===== src/rtl/mips_reg_dump.sv =====
// mips_reg_dump: debug read-out engine for the PIPELINE_MIPS32 core.
// Once the core halts, this walks the register file through its synchronous
// read port and streams each register out as an indexed word on a
// valid/ready channel.
// Optional build macro MIPS_REG_DUMP_CHECKSUM_EN appends one extra beat that
// carries the XOR of all dumped words; that beat is then the one marked last.

module mips_reg_dump #(
  parameter int DATA_W     = 32,
  parameter int ADDR_W     = 5,
  parameter int FIRST_REG  = 0,
  parameter int DUMP_COUNT = 11
) (
  input  logic              clk,
  input  logic              rst_n,
  input  logic              start,
  input  logic              halted,
  output logic              rf_re,
  output logic [ADDR_W-1:0] rf_raddr,
  input  logic [DATA_W-1:0] rf_rdata,
  output logic              dout_valid,
  input  logic              dout_ready,
  output logic [DATA_W-1:0] dout_data,
  output logic [ADDR_W-1:0] dout_idx,
  output logic              dout_last,
  output logic              busy,
  output logic              done
);

  // The counter is one bit wider than the address.  The index just past the
  // last register (used for the checksum beat) can then never wrap, even when
  // the dump runs to the top of the register file.
  localparam int CNT_W = ADDR_W + 1;
  localparam logic [CNT_W-1:0] FIRST_IDX = CNT_W'(FIRST_REG);
  localparam logic [CNT_W-1:0] LAST_IDX  = CNT_W'(FIRST_REG + DUMP_COUNT - 1);
`ifdef MIPS_REG_DUMP_CHECKSUM_EN
  localparam logic [CNT_W-1:0] CSUM_IDX  = CNT_W'(FIRST_REG + DUMP_COUNT);
`endif

  typedef enum logic [2:0] {
    IDLE,
    WAIT_HALT,
    READ,
    CAPTURE,
    SEND,
    DONE
  } state_t;

  state_t            state;
  state_t            state_next;
  logic [CNT_W-1:0]  count;
  logic [CNT_W-1:0]  count_inc;
  logic              start_accept;
  logic              beat_accept;
`ifdef MIPS_REG_DUMP_CHECKSUM_EN
  logic [DATA_W-1:0] xor_acc;
`endif

  assign count_inc    = count + CNT_W'(1);
  assign start_accept = start && ((state == IDLE) || (state == DONE));
  assign beat_accept  = (state == SEND) && dout_ready;

  assign rf_re      = (state == READ);
  assign dout_valid = (state == SEND);
  assign busy       = (state == WAIT_HALT) || (state == READ) ||
                      (state == CAPTURE) || (state == SEND);
  assign done       = (state == DONE);

  // State register; reset abandons any dump in flight.
  always_ff @(posedge clk or negedge rst_n) begin
    if (!rst_n) state <= IDLE;
    else        state <= state_next;
  end

  // Next-state logic.  halted only matters while waiting for it.
  always_comb begin
    state_next = state;
    case (state)
      IDLE, DONE: if (start) state_next = WAIT_HALT;
      WAIT_HALT:  if (halted) state_next = READ;
      READ:       state_next = CAPTURE;
      CAPTURE:    state_next = SEND;
      SEND: begin
        if (dout_ready) begin
          if (dout_last) begin
            state_next = DONE;
          end else begin
`ifdef MIPS_REG_DUMP_CHECKSUM_EN
            // After the final register the checksum needs no RF read.
            state_next = (count == LAST_IDX) ? CAPTURE : READ;
`else
            state_next = READ;
`endif
          end
        end
      end
      default:    state_next = IDLE;
    endcase
  end

  // Register index counter; it restarts on every accepted start and never wraps.
  always_ff @(posedge clk or negedge rst_n) begin
    if (!rst_n) begin
      count <= FIRST_IDX;
    end else if (start_accept) begin
      count <= FIRST_IDX;
    end else if (beat_accept && !dout_last) begin
      count <= count_inc;
    end
  end

  // Registered read address, loaded on the way into READ.
  always_ff @(posedge clk or negedge rst_n) begin
    if (!rst_n) begin
      rf_raddr <= '0;
    end else if (state_next == READ) begin
      rf_raddr <= (state == SEND) ? count_inc[ADDR_W-1:0] : count[ADDR_W-1:0];
    end
  end

  // Output beat capture.  The beat is held untouched for the whole of SEND.
  always_ff @(posedge clk or negedge rst_n) begin
    if (!rst_n) begin
      dout_data <= '0;
      dout_idx  <= '0;
      dout_last <= 1'b0;
    end else if (state == CAPTURE) begin
      dout_idx <= count[ADDR_W-1:0];
`ifdef MIPS_REG_DUMP_CHECKSUM_EN
      if (count == CSUM_IDX) begin
        dout_data <= xor_acc;
        dout_last <= 1'b1;
      end else begin
        dout_data <= rf_rdata;
        dout_last <= 1'b0;
      end
`else
      dout_data <= rf_rdata;
      dout_last <= (count == LAST_IDX);
`endif
    end
  end

`ifdef MIPS_REG_DUMP_CHECKSUM_EN
  // Running XOR of every register word captured in this dump.
  always_ff @(posedge clk or negedge rst_n) begin
    if (!rst_n) begin
      xor_acc <= '0;
    end else if (start_accept) begin
      xor_acc <= '0;
    end else if ((state == CAPTURE) && (count != CSUM_IDX)) begin
      xor_acc <= xor_acc ^ rf_rdata;
    end
  end
`endif

endmodule

===== config.mk =====
export PLATFORM = sky130hd
export DESIGN_NAME = mips_reg_dump
export DESIGN_NICKNAME = d
export VERILOG_FILES = /design/src/rtl/mips_reg_dump.sv
export SDC_FILE = /design/constraint.sdc
export NUM_CORES = 1
export LEC_CHECK = 0
export ABC_CLOCK_PERIOD_IN_PS = 1900
export BUFFER_PORTS_ARGS = -buffer_cell sky130_fd_sc_hd__buf_2
export CAP_MARGIN = 20
export CORE_ASPECT_RATIO = 1.4
export CORE_UTILIZATION = 29
export DETAILED_ROUTE_END_ITERATION = 6
export GPL_ROUTABILITY_DRIVEN = 1
export HOLD_SLACK_MARGIN = 0.12
export PLACE_DENSITY = 0.54
export SYNTH_ARGS = -nofsm -noshare
export SYNTH_HDL_FRONTEND = slang
export SYNTH_SLANG_ARGS = --single-unit

===== constraint.sdc =====
create_clock -name clk -period 1.9 [get_ports clk]
set_clock_uncertainty 0.05 [all_clocks]
set_input_delay 0.475 -clock clk [delete_from_list [all_inputs] [get_ports clk]]
set_output_delay 0.475 -clock clk [all_outputs]
set_load 0.02 [all_outputs]

==> metrics.md <==
| Metric | Value |
|---|---|
| Slew margin rel. | `~76%` |
| CP top delay family | `flip-flops` |
| Critical Path AT | `around 1.3 ns` |
| Outcome | `finished clean` |
| Max Root-Sink Buffers | `2` |
| Initial drt markers | `just over 70` |
| DR vias/cell | `roughly 4.5` |
| Fraction of layout cells with a size suffix above 1 | `60.2%` |
| RR Startpoint | `state[0]` |
| Crit path max-delay cell type | `dfrtp_2` |
| Fin area | `about 3300 um2` |
| Worst-Margin Slew | `roughly 0.35 ns` |
| Crit path kind | `reg2out` |
| CP required | `approximately 1.4 ns` |
| Number of flops mapped to enable cells by yosys | `0` |
| Worst-Skew Late Latency | `0.29 ns` |
| Synth cell types | `36` |
| Crit. Startpoint | `state[1]` |
| CP max stage delay | `about 0.46 ns` |
| Pin count of the biggest net entering global routing | `53` |
| Peak supply drop | `0.000910 V` |
| Synth area leaders | `dfrtp_1 (53%), mux2_4 (25%), buf_6 (2.3%)` |
| Syn Nets | `207` |
| Post-route ant nets | `0` |
| Setup TNS | `0 ns` |
| Pwr dens | `1680 nW/um2` |
| Util after Layout | `between 30% and 40%` |
| TritonCTS clock tree | `yes` |
| Worst-path clk slew | `0.07 ns` |
| Final Hold Viols | `0` |
| IO Pins | `84` |
| Grt total ovfl | `0` |
| Fmax | `540 MHz` |
| Crit path launch type | `flip-flop` |
| Synth-to-Final Area Change | `32.4%` |
| Critical path capture point type | `primary output` |
| Net count, final | `roughly 300` |
| Number of global-route vias before repair | `1,625` |
| Switching share of power | `36.9%` |
| Final std cells w/o fill | `368` |
| Synth warnings | `0` |
| Async SR Flop Fraction | `100%` |
| DR WL/cell | `between 10 and 15 um` |
| RD Place Congestion | `around 0.8` |
| Initial antenna violation count | `0` |
| Row count | `39` |
| Final period util | `97.5%` |
| Clk network pwr share | `between 15 and 20%` |
| Clock sinks | `52` |
| Placed cell count | `350` |
| Max-Cap Viols | `0` |
| Hold_ws | `roughly 0.12 ns` |
| Ant diodes | `0` |
| Die W | `about 80 um` |
| Fin crit period | `around 1.9 ns` |
| Vias | `1,655` |
| Synthesis-stage register bit count | `52` |
| CP Max Fanout | `6` |
| Root buffer cell | `clkbuf_16` |
| Setup violations, final | `0` |
| Cell Int Power | `between 3000 and 4000 uW` |
| CP Cell Sequence | `buf_4 -> nor2_1 -> xnor2_1 -> buf_2` |
| Most frequent cell after synthesis | `dfrtp_1` |
| Die area | `8860 um2` |
| Global-route wire length before repair | `approximately 8.3 mm` |
| Yosys top cell by area | `dfrtp_1` |
| Post-synth top flop | `dfrtp_1` |
| GRT Util Overall | `12.4%` |
| Die Ht | `between 100 and 150 um` |
| Crit path buf inv count | `2` |
| Share of power burned in registers | `roughly a third` |
| # DRC | `0` |
| Initial core utilization | `about 30%` |
| RSZ-0062 raised after global routing | `no` |
| Gate power share | `between 50% and 60%` |
| Synthesized cell area | `about 2500 um2` |
| Leak Pwr | `between 0.0015 and 0.002 uW` |
| H-Tree Depth | `2` |
| Worst hold path type | `in2async` |
| Dpl cell area | `between 3000 and 4000 um2` |
| Synth top area share | `around 53%` |
| P_sw | `about 2000 uW` |
| Syn Area/Cell | `between 10 and 15 um2` |
| Commonest cells in the netlist | `dfrtp_1 (52), mux2_4 (41), nand2_1 (7), nor2_1 (7), xnor2_1 (6)` |
| Post-Route WL | `5.20 mm` |
| Pre-antenna DRT Iters | `4` |
| Core area | `just over 8000 um2` |
| Syn Inst Count | `between 150 and 200` |
| Seq/Total Area, Yosys | `between 50% and 60%` |
| PortBufs | `between 80 and 90` |
| R2R Setup Slk | `0.10 ns` |
| Final Max Tran Viols | `0` |
| Total CTS buffers | `5` |
| Dpl hpwl | `roughly 3.5 mm` |
## metal layers
metal  global-route usage (%)  routed length, um  share of wire, %
met2                     19.7               2450                47
met3                     3.21                341               6.6
met1                     15.1               2260                44
met4                     6.79                143               2.8
met5                        0                  0                 0
## placed cells by master, fill, tap and decap left out, drive strengths merged, types with 4 or more instances in the layout
| master | synthesis | routed |
|---|---|---|
| buf | 8 | 101 |
| clkbuf | 3 | 5 |
| dfrtp | 52 | 52 |
| inv | 3 | 4 |
| mux2 | 42 | 42 |
| nand2 | 7 | 7 |
| nand2b | 5 | 5 |
| nor2 | 7 | 7 |
| xnor2 | 6 | 6 |
## final cells by class
cell class / instances / area [um2]
Clock buffer: 5 / 125
Clock inverter: 3 / 26.3
Fill cell: 802 / 4940
Inverter: 3 / 11.3
Multi-Input combinational cell: 102 / 1070
Sequential cell: 52 / 1310
Tap cell: 102 / 128
Timing Repair Buffer: 101 / 593
## worst register-to-register path: cells and delay by family (launching register included)
family          cells  cell delay [ns]
compound gates      1             0.22
buf+inv             2             0.27
flops               1             0.45
mux                 1             0.31
simple gates        2             0.39
## per-stage QoR
step / power (uW) / worst slack [ns]
2_1_floorplan: 3700 / 0.125
3_3_place_gp: 4340 / 0.176
3_5_place_dp: 4380 / 0.130
4_1_cts: 5530 / 0.0157
5_1_grt: 5810 / 0.00891
6_report: 5480 / 0.0478
## registers in the layout, summed over array words and instances (netlist names)
signal and cells:
dout_data 32, rf_raddr 5, state 3, dout_idx 5, dout_last 1, count 6
## path summary, 6_finish.rpt
kind	to	cells past startpoint
max	busy	4
min	dout_data[0]	2
max reg2reg	rf_raddr[4]	6
min reg2reg	dout_idx[0]	2
max in group asynchronous	state[1]	2
min in group clk	dout_data[20]	2
## power by group through the flow
stage / clock (uW) / combinational (uW) / sequential, uW
3_5_place_dp: 0 / 2530 / 1850
3_3_place_gp: 0 / 2510 / 1830
6_report: 920 / 2750 / 1810
4_1_cts: 963 / 2760 / 1810
5_1_grt: 1010 / 2930 / 1860
2_1_floorplan: 0 / 1440 / 2260
## what timing repair did
item                       4_1_cts  5_1_grt
setup buffers                    9        1
gates resized for setup          5        1
pin swaps                        0        1
hold endpoints to repair         0        0
hold buffers                     0        0
setup endpoints to repair        2        2
## cells by family after synthesis
logic type	after synthesis	synth area share, %
flip-flops	52	52.9
XOR/XNOR	7	2.49
multiplexers	42	25.5
buffers and inverters	14	3.92
AO/OA/AOI/OAI	12	3.71
AND/OR/NAND/NOR	39	10.5
adder cells (fa/ha/maj)	2	1.02
(Power assumes the default switching activity.)
